### config.mk
export PLATFORM = sky130hd
export DESIGN_NAME = fp32_add_seq_flat
export DESIGN_NICKNAME = d
export VERILOG_FILES = /design/src/rtl/fp32_add_seq_if.sv /design/src/rtl/fp32_add_seq.sv /design/src/flat_wrapper.sv
export SDC_FILE = /design/constraint.sdc
export NUM_CORES = 1
export LEC_CHECK = 0
export CAP_MARGIN = 20
export CORE_MARGIN = 3
export CORE_UTILIZATION = 54
export CTS_CLUSTER_SIZE = 10
export DETAILED_ROUTE_END_ITERATION = 8
export GPL_TIMING_DRIVEN = 1
export PLACE_DENSITY = 0.78
export SYNTH_ARGS = -nofsm -noshare
export SYNTH_HDL_FRONTEND = slang
export SYNTH_SLANG_ARGS = --single-unit
### constraint.sdc
create_clock -name clk -period 4.4 [get_ports clk]
set_input_delay 0.88 -clock clk [delete_from_list [all_inputs] [get_ports clk]]
set_output_delay 0.88 -clock clk [all_outputs]
set_load 0.005 [all_outputs]
### src/rtl/fp32_add_seq_if.sv
`default_nettype none
// ============================================================================
// Module  : fp32_add_seq_if
// Brief   : Issue/writeback handshake bundle for the FP32 add/sub sequencer.
// Revision: 1.0
// ============================================================================
interface fp32_add_seq_if #(
  parameter int W = 32
);
  logic         in_valid;
  logic         in_ready;
  logic [W-1:0] a;
  logic [W-1:0] b;
  logic         sub;
  logic         out_valid;
  logic         out_ready;
  logic [W-1:0] result;
  logic         swap_sel;
  logic         busy;

  modport master (
    output in_valid, a, b, sub, out_ready,
    input  in_ready, out_valid, result, swap_sel, busy
  );

  modport slave (
    input  in_valid, a, b, sub, out_ready,
    output in_ready, out_valid, result, swap_sel, busy
  );
endinterface
`default_nettype wire

### src/rtl/fp32_add_seq.sv
`default_nettype none
// ============================================================================
// Module  : fp32_add_seq
// Brief   : Multi-cycle FP32 add/sub, one align/normalize shift per cycle.
//           Define FP_ADD_RNE_EN for round-to-nearest-even (default truncates).
// Revision: 1.0
// ============================================================================
module fp32_add_seq #(
  parameter int EXP_W     = 8,
  parameter int FRAC_W    = 23,
  parameter int ALIGN_MAX = 27
) (
  input  wire logic     clk,
  input  wire logic     rst_n,
  fp32_add_seq_if.slave bus
);

  localparam int W      = 1 + EXP_W + FRAC_W;
  localparam int SIG_W  = FRAC_W + 1;
  localparam int EXT_W  = SIG_W + 3;
  localparam int SUM_W  = EXT_W + 1;
  localparam int DIFF_W = $clog2(ALIGN_MAX + 1);

  localparam logic [EXP_W-1:0]  c_EXP_MAX = {EXP_W{1'b1}};
  localparam logic [EXP_W-1:0]  c_ALIGN_E = EXP_W'(ALIGN_MAX);
  localparam logic [DIFF_W-1:0] c_ALIGN_D = DIFF_W'(ALIGN_MAX);
  localparam logic [W-1:0]      c_QNAN    = {1'b0, {EXP_W{1'b1}}, 1'b1, {(FRAC_W-1){1'b0}}};

  localparam logic [2:0] c_IDLE  = 3'd0;
  localparam logic [2:0] c_CHECK = 3'd1;
  localparam logic [2:0] c_SWAP  = 3'd2;
  localparam logic [2:0] c_ALIGN = 3'd3;
  localparam logic [2:0] c_ADD   = 3'd4;
  localparam logic [2:0] c_NORM  = 3'd5;
  localparam logic [2:0] c_ROUND = 3'd6;
  localparam logic [2:0] c_DONE  = 3'd7;

  logic [2:0]        r_state;
  logic [2:0]        w_state_nx;

  logic              r_sa, r_sb;
  logic [EXP_W-1:0]  r_ea, r_eb;
  logic [FRAC_W-1:0] r_fa, r_fb;
  logic [EXT_W-1:0]  r_large, r_small;
  logic              r_sticky;
  logic [DIFF_W-1:0] r_diff;
  logic [EXP_W-1:0]  r_exp;
  logic              r_sign;
  logic              r_eff_sub;
  logic [SUM_W-1:0]  r_sum;
  logic [W-1:0]      r_result;
  logic              r_swap;

  logic              w_nan_a, w_nan_b, w_inf_a, w_inf_b, w_zero_a, w_zero_b;
  logic              w_special;
  logic [W-1:0]      w_special_res;
  logic              w_swap;
  logic [EXP_W-1:0]  w_e_large, w_e_small, w_exp_diff;
  logic [FRAC_W-1:0] w_f_large, w_f_small;
  logic              w_s_large;
  logic [DIFF_W-1:0] w_diff_clip;
  logic [EXT_W-1:0]  w_small_sh;
  logic              w_align_last;
  logic [EXP_W-1:0]  w_exp_inc, w_exp_dec;
  logic [W-1:0]      w_round_res;

  // Operand classification on the captured (sign-adjusted) operands
  assign w_nan_a  = (r_ea == c_EXP_MAX) && (r_fa != '0);
  assign w_nan_b  = (r_eb == c_EXP_MAX) && (r_fb != '0);
  assign w_inf_a  = (r_ea == c_EXP_MAX) && (r_fa == '0);
  assign w_inf_b  = (r_eb == c_EXP_MAX) && (r_fb == '0);
  assign w_zero_a = (r_ea == '0);
  assign w_zero_b = (r_eb == '0);

  always_comb begin
    w_special     = 1'b1;
    w_special_res = '0;
    if (w_nan_a || w_nan_b || (w_inf_a && w_inf_b && (r_sa != r_sb))) begin
      w_special_res = c_QNAN;
    end else if (w_inf_a) begin
      w_special_res = {r_sa, c_EXP_MAX, {FRAC_W{1'b0}}};
    end else if (w_inf_b) begin
      w_special_res = {r_sb, c_EXP_MAX, {FRAC_W{1'b0}}};
    end else if (w_zero_a && w_zero_b) begin
      w_special_res = {r_sa & r_sb, {(W-1){1'b0}}};
    end else if (w_zero_a) begin
      w_special_res = {r_sb, r_eb, r_fb};
    end else if (w_zero_b) begin
      w_special_res = {r_sa, r_ea, r_fa};
    end else begin
      w_special = 1'b0;
    end
  end

  // Magnitude compare drives the swap mux; equal magnitudes keep a on the large path
  assign w_swap      = {r_eb, r_fb} > {r_ea, r_fa};
  assign w_e_large   = w_swap ? r_eb : r_ea;
  assign w_e_small   = w_swap ? r_ea : r_eb;
  assign w_f_large   = w_swap ? r_fb : r_fa;
  assign w_f_small   = w_swap ? r_fa : r_fb;
  assign w_s_large   = w_swap ? r_sb : r_sa;
  assign w_exp_diff  = w_e_large - w_e_small;
  assign w_diff_clip = (w_exp_diff > c_ALIGN_E) ? c_ALIGN_D : w_exp_diff[DIFF_W-1:0];

  assign w_small_sh   = r_small >> 1;
  assign w_align_last = (r_diff == DIFF_W'(1)) || (w_small_sh == '0);
  assign w_exp_inc    = r_exp + EXP_W'(1);
  assign w_exp_dec    = r_exp - EXP_W'(1);

`ifdef FP_ADD_RNE_EN
  logic              w_inc;
  logic [SIG_W:0]    w_rnd;
  logic [EXP_W-1:0]  w_rnd_exp;
  logic [FRAC_W-1:0] w_rnd_frac;

  // G=bit2, R=bit1, S=bit0|sticky; a carry out of the significand bumps the exponent
  always_comb begin
    w_inc       = r_sum[2] && (r_sum[1] || r_sum[0] || r_sticky || r_sum[3]);
    w_rnd       = {1'b0, r_sum[EXT_W-1:3]} + {{SIG_W{1'b0}}, w_inc};
    w_rnd_exp   = w_rnd[SIG_W] ? w_exp_inc : r_exp;
    w_rnd_frac  = w_rnd[SIG_W] ? w_rnd[SIG_W-1:1] : w_rnd[FRAC_W-1:0];
    if (w_rnd_exp == c_EXP_MAX) begin
      w_round_res = {r_sign, c_EXP_MAX, {FRAC_W{1'b0}}};
    end else begin
      w_round_res = {r_sign, w_rnd_exp, w_rnd_frac};
    end
  end
`else
  wire logic w_unused_grs = ^{r_sum[2:0], r_sticky};

  assign w_round_res = {r_sign, r_exp, r_sum[EXT_W-2:3]};
`endif

  always_ff @(posedge clk or negedge rst_n) begin
    if (!rst_n) begin
      r_state <= c_IDLE;
    end else begin
      r_state <= w_state_nx;
    end
  end

  always_comb begin
    w_state_nx = r_state;
    case (r_state)
      c_IDLE:  if (bus.in_valid) w_state_nx = c_CHECK;
      c_CHECK: w_state_nx = w_special ? c_DONE : c_SWAP;
      c_SWAP:  w_state_nx = (w_exp_diff == '0) ? c_ADD : c_ALIGN;
      c_ALIGN: if (w_align_last) w_state_nx = c_ADD;
      c_ADD:   w_state_nx = c_NORM;
      c_NORM: begin
        if (r_sum[SUM_W-1]) begin
          w_state_nx = (w_exp_inc == c_EXP_MAX) ? c_DONE : c_ROUND;
        end else if (r_sum == '0) begin
          w_state_nx = c_DONE;
        end else if (!r_sum[SUM_W-2]) begin
          if (w_exp_dec == '0) begin
            w_state_nx = c_DONE;
          end else if (r_sum[SUM_W-3]) begin
            w_state_nx = c_ROUND;
          end
        end else begin
          w_state_nx = c_ROUND;
        end
      end
      c_ROUND: w_state_nx = c_DONE;
      c_DONE:  if (bus.out_ready) w_state_nx = c_IDLE;
      default: w_state_nx = c_IDLE;
    endcase
  end

  always_comb begin
    bus.in_ready  = (r_state == c_IDLE);
    bus.busy      = (r_state != c_IDLE);
    bus.out_valid = (r_state == c_DONE);
    bus.result    = r_result;
    bus.swap_sel  = r_swap;
  end

  always_ff @(posedge clk or negedge rst_n) begin
    if (!rst_n) begin
      r_sa      <= 1'b0;
      r_sb      <= 1'b0;
      r_ea      <= '0;
      r_eb      <= '0;
      r_fa      <= '0;
      r_fb      <= '0;
      r_large   <= '0;
      r_small   <= '0;
      r_sticky  <= 1'b0;
      r_diff    <= '0;
      r_exp     <= '0;
      r_sign    <= 1'b0;
      r_eff_sub <= 1'b0;
      r_sum     <= '0;
      r_result  <= '0;
      r_swap    <= 1'b0;
    end else begin
      case (r_state)
        c_IDLE: begin
          if (bus.in_valid) begin
            r_sa   <= bus.a[W-1];
            r_ea   <= bus.a[W-2:FRAC_W];
            r_fa   <= bus.a[FRAC_W-1:0];
            r_sb   <= bus.b[W-1] ^ bus.sub;
            r_eb   <= bus.b[W-2:FRAC_W];
            r_fb   <= bus.b[FRAC_W-1:0];
            r_swap <= 1'b0;
          end
        end
        c_CHECK: begin
          if (w_special) r_result <= w_special_res;
        end
        c_SWAP: begin
          r_swap    <= w_swap;
          r_large   <= {1'b1, w_f_large, 3'b000};
          r_small   <= {1'b1, w_f_small, 3'b000};
          r_diff    <= w_diff_clip;
          r_exp     <= w_e_large;
          r_sign    <= w_s_large;
          r_eff_sub <= r_sa ^ r_sb;
          r_sticky  <= 1'b0;
        end
        c_ALIGN: begin
          r_small  <= w_small_sh;
          r_sticky <= r_sticky | r_small[0];
          r_diff   <= r_diff - DIFF_W'(1);
        end
        c_ADD: begin
          // large >= small in magnitude, so the difference never goes negative
          r_sum <= r_eff_sub ? ({1'b0, r_large} - {1'b0, r_small})
                             : ({1'b0, r_large} + {1'b0, r_small});
        end
        c_NORM: begin
          if (r_sum[SUM_W-1]) begin
            r_sum    <= r_sum >> 1;
            r_sticky <= r_sticky | r_sum[0];
            r_exp    <= w_exp_inc;
            if (w_exp_inc == c_EXP_MAX) r_result <= {r_sign, c_EXP_MAX, {FRAC_W{1'b0}}};
          end else if (r_sum == '0) begin
            r_result <= '0;
          end else if (!r_sum[SUM_W-2]) begin
            r_sum <= r_sum << 1;
            r_exp <= w_exp_dec;
            if (w_exp_dec == '0) r_result <= {r_sign, {(W-1){1'b0}}};
          end
        end
        c_ROUND: begin
          r_result <= w_round_res;
        end
        default: begin
        end
      endcase
    end
  end

endmodule
`default_nettype wire

### src/flat_wrapper.sv
// flat-port wrapper written by rule: the top's interface ports become plain ports
module fp32_add_seq_flat 
#(
  parameter int EXP_W     = 8,
  parameter int FRAC_W    = 23,
  parameter int ALIGN_MAX = 27
)
  (clk, rst_n, bus_in_valid, bus_a, bus_b, bus_sub, bus_out_ready, bus_in_ready, bus_out_valid, bus_result, bus_swap_sel, bus_busy);
  fp32_add_seq_if #(.W(32)) bus_i ();
  input  wire logic clk;
  input  wire logic rst_n;
  input wire logic [$bits(bus_i.in_valid)-1:0] bus_in_valid;
  input wire logic [$bits(bus_i.a)-1:0] bus_a;
  input wire logic [$bits(bus_i.b)-1:0] bus_b;
  input wire logic [$bits(bus_i.sub)-1:0] bus_sub;
  input wire logic [$bits(bus_i.out_ready)-1:0] bus_out_ready;
  output wire logic [$bits(bus_i.in_ready)-1:0] bus_in_ready;
  output wire logic [$bits(bus_i.out_valid)-1:0] bus_out_valid;
  output wire logic [$bits(bus_i.result)-1:0] bus_result;
  output wire logic [$bits(bus_i.swap_sel)-1:0] bus_swap_sel;
  output wire logic [$bits(bus_i.busy)-1:0] bus_busy;
  assign bus_i.in_valid = bus_in_valid;
  assign bus_i.a = bus_a;
  assign bus_i.b = bus_b;
  assign bus_i.sub = bus_sub;
  assign bus_i.out_ready = bus_out_ready;
  assign bus_in_ready = bus_i.in_ready;
  assign bus_out_valid = bus_i.out_valid;
  assign bus_result = bus_i.result;
  assign bus_swap_sel = bus_i.swap_sel;
  assign bus_busy = bus_i.busy;
  fp32_add_seq #(.EXP_W(EXP_W), .FRAC_W(FRAC_W), .ALIGN_MAX(ALIGN_MAX)) u_core (.clk(clk), .rst_n(rst_n), .bus(bus_i));
endmodule
==> results.cfg <==
[drt]
route.vias.total = 13213
route.antenna.remaining_nets = 0
route.detailed.vias_per_inst = 6.37
wl_per_cell_microns = 21.1
drtIter0Drc = 1537
finalWirelength_microns = 43800
detailedRoute.firstPassIterationCount = 7
route.detailed.drc = 0

[global_route]
grt_overflow_total = 0
grt_first_pass_wirelength_microns = 68100
antenna_found_initial = 4
grt_usage_pct = 32.4
pin_count_of_the_biggest_net_entering_global_routing = 110
grt_pass1_vias = 12131

[synthesis]
synth_enable_flop_cells = 0
synth.area.top_cells = sky130_fd_sc_hd__dfrtp_1 (36%), sky130_fd_sc_hd__ha_1 (8.1%), sky130_fd_sc_hd__a21oi_1 (7.1%)
syn_nets = 1837
synth-async-reset-ratio_pct = 100
post-synth-top-area-fraction_pct = 35.7
postSynthCellCount = 1679
synth_top_flop_cell = sky130_fd_sc_hd__dfrtp_1
ys_seq_elements = 194
netlist_area_before_placement_sq_mm = 0.0136
ys.warnings.count = 0
netlist-cell-type-count = 68
sequential_to_total_area_share_from_yosys_stat_pct = 35.7
synth_area_per_cell_sq_um = 8.10
synth_top_area_cell = sky130_fd_sc_hd__dfrtp_1

[clock_tree]
cts.hold.buffers_added = 0
cts_tree = yes
worstSkewPairLatency_ps = 460
clock_path_buffers = 2
clock_tree.htree_level_count = 4
cts.reportedPaths.clkPinSlew_ps = 80
clockRootBuffer = sky130_fd_sc_hd__clkbuf_16
numClockSinks = 194
cts_made_buffers = 17

[sta]
layout_skew_ps = 21.9
hold_viol_final = 0
totalNegativeSetupSlack_ps = 0
period_share_pct = 92.7
grt_setup_unrepaired = no
setup-violations-final = 0
slew-limit-headroom_pct = 33.5
report.final.slew_viol_count = 0
worst_slew_pin_slew_ps = 998
final_period_minus_worst_setup_slack_ps = 4080
max_freq_mhz = 245

[worst_setup_path]
worst_path_largest_cell_delay_ps = 490
critical_path.reg2reg.startpoint = u_core.r_fb[14]$_DFFE_PN0P_
cpMostUsedCell = sky130_fd_sc_hd__ha_1
crit_path_start_kind = flop
timing.reg2reg.setup_slack_ps = 320
critPathSlowestCell = sky130_fd_sc_hd__dfrtp_1
required_ps = 4710
timing.setup.critical_path_class = reg2reg
cp_cell_sequence = ha_1 -> nand4_1 -> nor3_2 -> buf_4 -> o21ai_1 -> a211oi_2 -> a21oi_4 -> nor2_1 -> a22oi_1 -> ha_1 -> and3_1 -> a211o_1 -> a21o_1 -> xor2_1 -> or4_1 -> nor3_1 -> o21ai_0
worstPathArrival_ps = 4390
critPathTopFamily = simple AND/OR/NAND/NOR gates
crit_buf_inv = 1
r2r_end = u_core.r_state[0]$_DFFE_PN0P_
worst-r2r-cell-count = 17
critPathCaptureType = flop
cp_max_fo = 6

[floorplanning]
number_of_placement_rows = 57
die_h_microns = 165
die-area_sq_mm = 0.0271
core_sq_mm = 0.0245
initial_utilization_pct = 55.5
die_w_microns = 165
pin_count = 105

[outcome]
run_status = finished, final reports clean

[hold_path]
whs_path_cells = 1
whs_endpoint = u_core.r_large[26]$_DFFE_PN0P_
worst_min_delay_path_class = reg2reg
hold_path.startpoint = u_core.r_large[26]$_DFFE_PN0P_

[final_layout]
areaGrowthSynthToFinish_pct = 14.9
final_layout_size_suffix_gt1_share_pct = 7.43
post-route-cell-area_sq_mm = 0.0156
finalNetCount = 1894
antenna-diode-count = 0

[placed_design]
finalWeightedCongestion = 0.960
port_buffers = 104
dpl_cell_area_sq_mm = 0.0150
post_dp_hpwl_microns = 32400

[power]
vdd_ir_drop_max_mv = 0.508
powerDensity_mw_per_mm2 = 942
p_leak_nw = 6.67

[run]
maxCapViolations = 0
layout make-up:
| cell class | count | area (sq um) |
|---|---|---|
| clock inverter | 14 | 175 |
| timing repair buffer | 147 | 1370 |
| clock buffer | 18 | 439 |
| fill | 2148 | 8910 |
| inverter | 95 | 357 |
| sequential | 194 | 4860 |
| multi-input combinational | 1281 | 8020 |
| tap | 324 | 405 |
cells in the mapped netlist (all sizes together), types with 4 or more instances:
library cell / number
a221oi: 9
clkbuf: 86
a211oi: 9
a21oi: 195
o31a: 4
xor2: 11
dfrtp: 194
a211o: 5
nor2: 196
o21a: 8
and2: 4
o22ai: 6
nor3: 31
nand2b: 14
or4: 7
xnor2: 16
and3: 15
o211ai: 9
ha: 88
nor2b: 12
a22oi: 29
nor4: 28
nand4: 23
or3: 10
a22o: 25
nand2: 152
a222oi: 9
inv: 95
a31oi: 15
a21o: 11
nand3: 30
o31ai: 10
o21ai: 155
o221ai: 6
mux2: 33
o21bai: 12
buf: 23
nor3b: 16
mux2i: 40
nand3b: 5
worst max-delay path by stage:
stage,start,end,cells after the start
finish,u_core.r_fb[14]$_DFFE_PN0P_,u_core.r_state[0]$_DFFE_PN0P_,17
global route,u_core.r_ea[4]$_DFFE_PN0P_,u_core.r_state[2]$_DFFE_PN0P_,18
CTS,u_core.r_fa[12]$_DFFE_PN0P_,u_core.r_state[0]$_DFFE_PN0P_,18
detailed placement,u_core.r_fa[12]$_DFFE_PN0P_,u_core.r_state[0]$_DFFE_PN0P_,18
global placement,u_core.r_fb[14]$_DFFE_PN0P_,u_core.r_state[2]$_DFFE_PN0P_,17
floorplan,u_core.r_ea[3]$_DFFE_PN0P_,u_core.r_state[2]$_DFFE_PN0P_,21
layout by cell type (no fill, tap or decap), drive strengths merged, types with 19 or more instances in the layout:
master         Yosys  final
nor2             196    196
a21oi            195    195
dfrtp            194    194
o21ai            155    155
nand2            152    152
inv               95    104
clkdlybuf4s50      0    103
ha                88     88
buf               23     43
mux2i             40     40
mux2              33     33
nor3              31     31
nand3             30     30
a22oi             29     29
nor4              28     28
a22o              25     25
nand4             23     23
clkbuf            86     19
kinds of logic (layout without fill, tap and decap cells):
logic type / Yosys count / after routing / share of synthesized area, %
buf+inv: 204 / 274 / 5.73
xor+xnor: 27 / 27 / 1.74
simple gates: 553 / 553 / 19.0
fa+ha+maj: 89 / 89 / 8.24
mux: 73 / 73 / 5.67
compound gates: 539 / 539 / 24.0
flops: 194 / 194 / 35.7
stage by stage:
stage | instances | total power [mW] | setup WS (ps) | hold WS (ps) | utilization [%]
6_report | 2073 | 14.7 | 321 | 508 | 63.7
5_1_grt | 2073 | 15.9 | 53.1 | 541 | 63.7
4_1_cts | 2070 | 14.4 | 61.4 | 508 | 63.5
3_5_place_dp | 2038 | 12.7 | 118 | 488 | 61.0
3_3_place_gp | 2038 | 12.5 | 321 | 484 | 61.0
2_1_floorplan | 1679 | 9.79 | 5.92 | 465 | -
worst register-to-register path: stages (launching register included):
cell	delay, ps
sky130_fd_sc_hd__dfrtp_1	490
sky130_fd_sc_hd__ha_1	360
sky130_fd_sc_hd__nand4_1	140
sky130_fd_sc_hd__nor3_2	210
sky130_fd_sc_hd__buf_4	160
sky130_fd_sc_hd__o21ai_1	150
sky130_fd_sc_hd__a211oi_2	330
sky130_fd_sc_hd__a21oi_4	70
sky130_fd_sc_hd__nor2_1	100
sky130_fd_sc_hd__a22oi_1	100
sky130_fd_sc_hd__ha_1	200
sky130_fd_sc_hd__and3_1	190
sky130_fd_sc_hd__a211o_1	230
sky130_fd_sc_hd__a21o_1	180
sky130_fd_sc_hd__xor2_1	160
sky130_fd_sc_hd__or4_1	490
sky130_fd_sc_hd__nor3_1	250
sky130_fd_sc_hd__o21ai_0	140
what timing repair did:
item                       in CTS  in global routing
setup endpoints to repair       0                  8
setup buffers                   0                  3
gates resized for setup         0                 10
state kept, by name, summed over array words and instances (netlist names), 8 cells and up:
signal / count
u_core.bus.result: 32
u_core.r_ea: 8
u_core.r_eb: 8
u_core.r_exp: 8
u_core.r_fa: 23
u_core.r_fb: 23
u_core.r_large: 24
u_core.r_small: 27
u_core.r_sum: 28
where the power goes:
part	leakage, nW	internal [mW]	total [mW]	switching [mW]
Clock	0.299	0.794	1.64	0.844
Combinational	4.03	3.69	9.25	5.56
Sequential	2.34	2.65	3.84	1.19
Total	6.67	7.13	14.7	7.60
layer usage:
layer,up-vias,part of all wire (%),track usage (%)
li1,6138,-,-
met1,6323,43,46.9
met2,654,44,48.4
met3,90,9.7,7.52
met4,8,2.9,9.57
met5,-,0.13,0
No activity file was read; power rests on OpenSTA's default activity.
